[src/rtl/fetch_unit_if.sv]
// fetch_unit_if: bundles the fetch unit's pipeline-facing and ROM-facing signals.
//   interlock    : downstream stall, holds the output bundle
//   redirect     : branch/jump redirect strobe
//   redirect_pc  : new fetch byte address (aligned to 4*ISSUE_WIDTH)
//   imem_addr    : byte address presented to the instruction ROM
//   imem_rdata   : ROM data bundle, ROM_LATENCY cycles after imem_addr
//   inst_out     : instruction bundle to decode, slot 0 in the low bits
//   pc_out       : address of slot 0 of inst_out
//   valid_out    : inst_out holds fetched instructions rather than a bubble
// Modport slave is the fetch unit itself; master is the surrounding pipeline/ROM.
interface fetch_unit_if #(
    parameter int ISSUE_WIDTH = 2
) ();
    logic                      interlock;
    logic                      redirect;
    logic [31:0]               redirect_pc;
    logic [31:0]               imem_addr;
    logic [32*ISSUE_WIDTH-1:0] imem_rdata;
    logic [32*ISSUE_WIDTH-1:0] inst_out;
    logic [31:0]               pc_out;
    logic                      valid_out;

    modport master (
        output interlock, redirect, redirect_pc, imem_rdata,
        input  imem_addr, inst_out, pc_out, valid_out
    );

    modport slave (
        input  interlock, redirect, redirect_pc, imem_rdata,
        output imem_addr, inst_out, pc_out, valid_out
    );
endinterface

[src/rtl/fetch_unit.sv]
// fetch_unit: issues bundle-wide fetches to a fixed-latency instruction ROM,
// tracks outstanding requests with an epoch tag, buffers returning data in a
// skid FIFO sized so it never overflows, and presents one bundle per cycle.
// Ports:
//   clk  : sole clock, rising edge
//   rst  : asynchronous active-high reset
//   bus  : fetch_unit_if.slave (interlock, redirect, redirect_pc, imem_addr,
//          imem_rdata, inst_out, pc_out, valid_out)
//   perf_bundles / perf_stalls : 32-bit wrapping counters, present only when
//          the macro FETCH_PERF_CNT_EN is defined
module fetch_unit #(
    parameter int          ISSUE_WIDTH = 2,
    parameter int          ROM_LATENCY = 1,
    parameter logic [31:0] RESET_PC    = 32'h0000_0000
) (
    input  logic        clk,
    input  logic        rst,
`ifdef FETCH_PERF_CNT_EN
    output logic [31:0] perf_bundles,
    output logic [31:0] perf_stalls,
`endif
    fetch_unit_if.slave bus
);
    localparam int DATA_W = 32 * ISSUE_WIDTH;
    localparam int DEPTH  = ROM_LATENCY + 1;
    localparam int PTR_W  = $clog2(DEPTH);
    // One spare bit so occupancy + in-flight can be summed without overflow.
    localparam int CNT_W  = $clog2(DEPTH + 1) + 1;
    localparam logic [31:0]       PC_STEP = 32'(4 * ISSUE_WIDTH);
    localparam logic [DATA_W-1:0] BUBBLE  = {ISSUE_WIDTH{32'hE000_0000}};

    logic [31:0]       pc_r;
    logic              epoch_r;
    logic              trk_valid_r [ROM_LATENCY];
    logic              trk_epoch_r [ROM_LATENCY];
    logic [31:0]       trk_pc_r    [ROM_LATENCY];
    logic [DATA_W-1:0] fifo_data_r [DEPTH];
    logic [31:0]       fifo_pc_r   [DEPTH];
    logic [PTR_W-1:0]  rd_ptr_r;
    logic [PTR_W-1:0]  wr_ptr_r;
    logic [CNT_W-1:0]  count_r;
    logic [DATA_W-1:0] inst_r;
    logic [31:0]       pc_out_r;
    logic              valid_r;

    logic [CNT_W-1:0]  inflight_s;
    logic [31:0]       req_pc_s;
    logic              issue_s;
    logic              ret_s;
    logic              pop_s;
    logic              bypass_s;
    logic              wr_s;

    function automatic logic [PTR_W-1:0] ptr_inc(input logic [PTR_W-1:0] p);
        if (p == PTR_W'(DEPTH - 1)) begin
            ptr_inc = '0;
        end else begin
            ptr_inc = p + PTR_W'(1);
        end
    endfunction

    // Count requests still expected back under the current epoch.
    always_comb begin
        inflight_s = '0;
        for (int i = 0; i < ROM_LATENCY; i++) begin
            if (trk_valid_r[i] && (trk_epoch_r[i] == epoch_r)) begin
                inflight_s = inflight_s + CNT_W'(1);
            end else begin
                inflight_s = inflight_s;
            end
        end
    end

    // Issue, return, pop and bypass decisions; redirect overrides everything.
    // An empty FIFO with no stall lets returning data go straight to the
    // output register, which gives ROM_LATENCY+1 fetch-to-output latency.
    always_comb begin
        req_pc_s = bus.redirect ? bus.redirect_pc : pc_r;
        issue_s  = bus.redirect || ((count_r + inflight_s) < CNT_W'(DEPTH));
        ret_s    = trk_valid_r[ROM_LATENCY-1] &&
                   (trk_epoch_r[ROM_LATENCY-1] == epoch_r) && !bus.redirect;
        pop_s    = !bus.redirect && !bus.interlock && (count_r != '0);
        bypass_s = !bus.redirect && !bus.interlock && (count_r == '0) && ret_s;
        wr_s     = ret_s && !bypass_s;
    end

    assign bus.imem_addr = req_pc_s;
    assign bus.inst_out  = inst_r;
    assign bus.pc_out    = pc_out_r;
    assign bus.valid_out = valid_r;

    // Fetch pc advances past each issued request; redirect flips the epoch.
    always_ff @(posedge clk or posedge rst) begin
        if (rst) begin
            pc_r    <= RESET_PC;
            epoch_r <= 1'b0;
        end else begin
            if (issue_s) begin
                pc_r <= req_pc_s + PC_STEP;
            end
            if (bus.redirect) begin
                epoch_r <= ~epoch_r;
            end
        end
    end

    // In-flight shift of {valid, epoch, pc}. Older entries are also killed on
    // redirect so back-to-back redirects cannot alias through the 1-bit epoch.
    always_ff @(posedge clk or posedge rst) begin
        if (rst) begin
            for (int i = 0; i < ROM_LATENCY; i++) begin
                trk_valid_r[i] <= 1'b0;
                trk_epoch_r[i] <= 1'b0;
                trk_pc_r[i]    <= 32'h0000_0000;
            end
        end else begin
            trk_valid_r[0] <= issue_s;
            trk_epoch_r[0] <= bus.redirect ? ~epoch_r : epoch_r;
            trk_pc_r[0]    <= req_pc_s;
            for (int i = 1; i < ROM_LATENCY; i++) begin
                trk_valid_r[i] <= trk_valid_r[i-1] && !bus.redirect;
                trk_epoch_r[i] <= trk_epoch_r[i-1];
                trk_pc_r[i]    <= trk_pc_r[i-1];
            end
        end
    end

    // Skid FIFO pointers and occupancy; redirect flushes.
    always_ff @(posedge clk or posedge rst) begin
        if (rst) begin
            rd_ptr_r <= '0;
            wr_ptr_r <= '0;
            count_r  <= '0;
        end else if (bus.redirect) begin
            rd_ptr_r <= '0;
            wr_ptr_r <= '0;
            count_r  <= '0;
        end else begin
            if (wr_s) begin
                wr_ptr_r <= ptr_inc(wr_ptr_r);
            end
            if (pop_s) begin
                rd_ptr_r <= ptr_inc(rd_ptr_r);
            end
            count_r <= count_r + CNT_W'(wr_s) - CNT_W'(pop_s);
        end
    end

    // Skid FIFO storage; contents are qualified by count_r so need no reset.
    always_ff @(posedge clk) begin
        if (wr_s) begin
            fifo_data_r[wr_ptr_r] <= bus.imem_rdata;
            fifo_pc_r[wr_ptr_r]   <= trk_pc_r[ROM_LATENCY-1];
        end
    end

    // Output register: redirect bubble, else pop/bypass, else bubble, else hold.
    always_ff @(posedge clk or posedge rst) begin
        if (rst) begin
            inst_r   <= BUBBLE;
            pc_out_r <= 32'h0000_0000;
            valid_r  <= 1'b0;
        end else if (bus.redirect) begin
            inst_r   <= BUBBLE;
            pc_out_r <= 32'h0000_0000;
            valid_r  <= 1'b0;
        end else if (pop_s) begin
            inst_r   <= fifo_data_r[rd_ptr_r];
            pc_out_r <= fifo_pc_r[rd_ptr_r];
            valid_r  <= 1'b1;
        end else if (bypass_s) begin
            inst_r   <= bus.imem_rdata;
            pc_out_r <= trk_pc_r[ROM_LATENCY-1];
            valid_r  <= 1'b1;
        end else if (!bus.interlock) begin
            inst_r   <= BUBBLE;
            pc_out_r <= 32'h0000_0000;
            valid_r  <= 1'b0;
        end
    end

`ifdef FETCH_PERF_CNT_EN
    // Delivered-bundle and stall-cycle counters, free-running and wrapping.
    always_ff @(posedge clk or posedge rst) begin
        if (rst) begin
            perf_bundles <= 32'h0000_0000;
            perf_stalls  <= 32'h0000_0000;
        end else begin
            if (valid_r && !bus.interlock) begin
                perf_bundles <= perf_bundles + 32'h0000_0001;
            end
            if (bus.interlock) begin
                perf_stalls <= perf_stalls + 32'h0000_0001;
            end
        end
    end
`endif
endmodule

[src/flat_wrapper.sv]
// flat-port wrapper written by rule: the top's interface ports become plain ports
module fetch_unit_flat 
#(
    parameter int          ISSUE_WIDTH = 2,
    parameter int          ROM_LATENCY = 1,
    parameter logic [31:0] RESET_PC    = 32'h0000_0000
)
  (clk, rst, bus_interlock, bus_redirect, bus_redirect_pc, bus_imem_rdata, bus_imem_addr, bus_inst_out, bus_pc_out, bus_valid_out);
  fetch_unit_if #(.ISSUE_WIDTH(ISSUE_WIDTH)) bus_i ();
  input  logic clk;
  input  logic rst;
  input wire logic [$bits(bus_i.interlock)-1:0] bus_interlock;
  input wire logic [$bits(bus_i.redirect)-1:0] bus_redirect;
  input wire logic [$bits(bus_i.redirect_pc)-1:0] bus_redirect_pc;
  input wire logic [$bits(bus_i.imem_rdata)-1:0] bus_imem_rdata;
  output wire logic [$bits(bus_i.imem_addr)-1:0] bus_imem_addr;
  output wire logic [$bits(bus_i.inst_out)-1:0] bus_inst_out;
  output wire logic [$bits(bus_i.pc_out)-1:0] bus_pc_out;
  output wire logic [$bits(bus_i.valid_out)-1:0] bus_valid_out;
  assign bus_i.interlock = bus_interlock;
  assign bus_i.redirect = bus_redirect;
  assign bus_i.redirect_pc = bus_redirect_pc;
  assign bus_i.imem_rdata = bus_imem_rdata;
  assign bus_imem_addr = bus_i.imem_addr;
  assign bus_inst_out = bus_i.inst_out;
  assign bus_pc_out = bus_i.pc_out;
  assign bus_valid_out = bus_i.valid_out;
  fetch_unit #(.ISSUE_WIDTH(ISSUE_WIDTH), .ROM_LATENCY(ROM_LATENCY), .RESET_PC(RESET_PC)) u_core (.clk(clk), .rst(rst), .bus(bus_i));
endmodule
[config.mk]
export PLATFORM = sky130hd
export DESIGN_NAME = fetch_unit_flat
export DESIGN_NICKNAME = d
export VERILOG_FILES = /design/src/rtl/fetch_unit_if.sv /design/src/rtl/fetch_unit.sv /design/src/flat_wrapper.sv
export SDC_FILE = /design/constraint.sdc
export NUM_CORES = 1
export LEC_CHECK = 0
export BUFFER_PORTS_ARGS = -buffer_cell sky130_fd_sc_hd__buf_2
export CORE_ASPECT_RATIO = 0.8
export CORE_MARGIN = 3
export CORE_UTILIZATION = 61
export CTS_CLUSTER_SIZE = 24
export DETAILED_ROUTE_END_ITERATION = 10
export PLACE_DENSITY = 0.95
export SETUP_SLACK_MARGIN = 0.4
export SYNTH_ARGS = -nofsm -noshare
export SYNTH_HDL_FRONTEND = slang
export SYNTH_SLANG_ARGS = --single-unit
export TNS_END_PERCENT = 100
[constraint.sdc]
create_clock -name clk -period 17.8 [get_ports clk]
set_clock_uncertainty 0.05 [all_clocks]
set_input_delay 3.56 -clock clk [delete_from_list [all_inputs] [get_ports clk]]
set_output_delay 3.56 -clock clk [all_outputs]
set_load 0.1 [all_outputs]
==> impl_metrics.yaml <==
final_layout:
  final_common_cell: "buf_2"
  antennaDiodeCount: 0
  fin_util_pct: 73.3
  final_cells: 1501
  layout.nets: 1273
  final_cell_mix: "buf_2 (228), edfxtp_1 (192), dfrtp_1 (160), mux2i_1 (102), o21ai_0 (102)"
  multi_input_area_um2: 3890
  fill_cells: 1408
  syn_to_final_growth_pct: 17.5
  drive_gt1_share_pct: 28.1
  regArea_um2: 9960
clock_tree:
  cts_sinks: 359
  numCtsBuffers: 34
  cts_resized: 0
  cts_root_buffer: "clkbuf_16"
  clock_latency_ns: 0.50
  htree_num_levels: 2
  clk_path_buf_depth: 3
  ctsHoldBuffers: 0
  post_cts_buffers: 0
  tritoncts: "yes"
  clkTransAtPathRegs_ns: 0.06
setup_path:
  crit_path_start: "bus_redirect"
  rrSetupSlack_ns: 14.54
  cp.buffers_inverters: 4
  crit_family: "buffers and inverters"
  cpPeakStageDelay_ns: 0.69
  r2r_end: "u_core.count_r[1]$_DFF_PP0_"
  reg2reg_from: "u_core.count_r[2]$_DFF_PP0_"
  crit_cells: 5
  worst_ep_required_time_ns: 14.19
  worstRegToRegCells: 7
  crit_chain: "buf_2 > buf_4 > mux2i_1 > inv_1 > buf_2"
  critPathCapture: "bus_imem_addr[10]"
  setup.worst_path.end_class: "primary output"
  slowest_stage: "buf_4"
  critPathMostFrequentCell: "buf_2"
  worst-path-max-fanout: 76
  cp-start-kind: "input port"
  worstSetupPathType: "in2out"
  worstPathArrival_ns: 5.27
timing:
  tightest_slew_ns: 1.15
  setup_violations: 0
  max-slew-margin-rel_pct: 23.2
  rsz0062_at_grt: "no"
  max_freq_ghz: 0.113
  final_min_period_over_clock_period_pct: 49.9
  fin_tns_setup_ns: 0
  slew_viol_final: 0
  fin_crit_ns: 8.88
  hold_violations: 0
  finalWorstSetupSlack_ns: 8.92
synthesis:
  synthArstFlopShare_pct: 46.5
  syn_nets: 1057
  synth_ff_type: "edfxtp_1"
  syn_inst: 953
  seq_area_frac_synth_pct: 70.6
  yosys_warnings: 0
  syn_area_per_cell_um2: 14.8
  synth.distinct_cells: 56
  syn_area_um2: 14100
  synth_edf_count: 192
  ys_seq_elements: 359
drt:
  drtPass1Iterations: 6
  vias_per_cell: 6.31
  vias: 9467
  ant_nets: 0
  drtIter0Drc: 1024
  route.detailed.drc: 0
  wl_mm: 34.6
  drt-wirelength-per-cell_um: 23.1
global_route:
  overflow: 0
  grt_antenna_before_repair: 0
  grt_pass1_wl_mm: 53.8
  track_usage_pct: 27.5
  grt_max_degree: 97
  grt_pass1_vias: 9559
floorplan:
  core_um2: 22600
  die_y_um: 142
  dieArea_um2: 25000
  num_rows: 49
  start_util_pct: 62.4
  die_x_um: 176
  ios: 229
placement:
  io_buffers: 228
  dp_hpwl_mm: 21.3
  routabilityCongestion: 0.853
  place_inst: 1439
  post-place-ws_ns: 8.94
pwr:
  p_leak_nw: 6.60
  ir_drop_v: 0.000136
  powerDensity_nw_per_um2: 201
job:
  drv_cap: 0
hold_path:
  hold_class: "reg2reg"
run_status:
  outcome: "finished, final reports clean"
cells in the mapped netlist (all sizes together) (4+ instances only):
master	number	area [um^2]
a21oi	26	130
a22oi	92	696
and2	4	25.0
and3	6	37.5
and4	4	35.0
buf	17	90.1
clkbuf	40	150
dfrtp	161	4030
dfstp	6	158
edfxtp	192	5770
inv	10	37.5
mux2	29	327
mux2i	102	1020
nand2	21	78.8
nand3	14	75.1
nand3b	8	72.6
nand4	12	90.1
nand4b	4	35.0
nor2	26	97.6
nor3	4	20.0
o21ai	102	510
o22ai	4	25.0
o31ai	8	60.1
xnor2	9	78.8
xor2	11	96.3
logic make-up after synthesis:
kind of cell    synth area share (%)
simple gates                    4.69
fa+ha+maj                      0.409
flops                           70.6
mux                             9.57
buf+inv                         1.97
compound gates                  11.5
xor+xnor                        1.24
per-stage QoR:
stage / power [mW] / hold slack, ns / instance area (um^2)
6_report: 3.32 / 0.428 / 16500
4_1_cts: 3.33 / 0.429 / 16500
2_1_floorplan: 2.36 / 0.391 / 14100
5_1_grt: 3.45 / 0.454 / 16500
3_3_place_gp: 2.59 / 0.418 / 15500
3_5_place_dp: 2.64 / 0.421 / 15500
state kept, by name, summed over array words and instances (netlist names):
name / cells
u_core.bus.inst_out: 64
u_core.trk_pc_r: 32
u_core.fifo_data_r: 128
u_core.rd_ptr_r: 1
u_core.fifo_pc_r: 64
u_core.pc_r: 32
u_core.bus.pc_out: 32
u_core.count_r: 3
u_core.trk_valid_r: 1
u_core.wr_ptr_r: 1
u_core.bus.valid_out: 1
routing by layer:
layer / vias to the layer above / share of wire, % / track usage, %
met5: - / 0 / 0
met4: 0 / 2.4 / 8.08
met3: 75 / 9.8 / 6.80
met2: 527 / 48 / 44.6
met1: 4781 / 40 / 37.7
li1: 4084 / - / -
layout make-up:
cell class / instances / area share (%)
Clock buffer: 50 / 6.07
Timing Repair Buffer: 237 / 7.30
Sequential cell: 359 / 60.2
Multi-Input combinational cell: 527 / 23.5
Tap cell: 306 / 2.31
Inverter: 10 / 0.257
Clock inverter: 12 / 0.386
worst min-delay path by stage:
stage | cells past startpoint | startpoint | slack (ns) | endpoint
2_1_floorplan | 2 | u_core.pc_r[28]$_DFFE_PP0P_ | 0.39 | u_core.pc_r[28]$_DFFE_PP0P_
3_3_place_gp | 2 | u_core.pc_r[29]$_DFFE_PP0P_ | 0.42 | u_core.pc_r[29]$_DFFE_PP0P_
3_5_place_dp | 0 | u_core.trk_pc_r[3]$_DFF_PP0_ | 0.42 | u_core.fifo_pc_r[0][3]$_DFFE_PP_
4_1_cts | 0 | u_core.trk_pc_r[3]$_DFF_PP0_ | 0.43 | u_core.fifo_pc_r[0][3]$_DFFE_PP_
5_1_grt | 0 | u_core.trk_pc_r[2]$_DFF_PP0_ | 0.45 | u_core.fifo_pc_r[0][2]$_DFFE_PP_
6_report | 0 | u_core.trk_pc_r[3]$_DFF_PP0_ | 0.43 | u_core.fifo_pc_r[0][3]$_DFFE_PP_
power breakdown:
| part | internal [mW] | switching (mW) |
|---|---|---|
| sequential | 1.13 | 0.154 |
| combinational | 0.250 | 1.10 |
| clock | 0.394 | 0.294 |
| total | 1.78 | 1.55 |
Power figures use the tool's default switching activity.
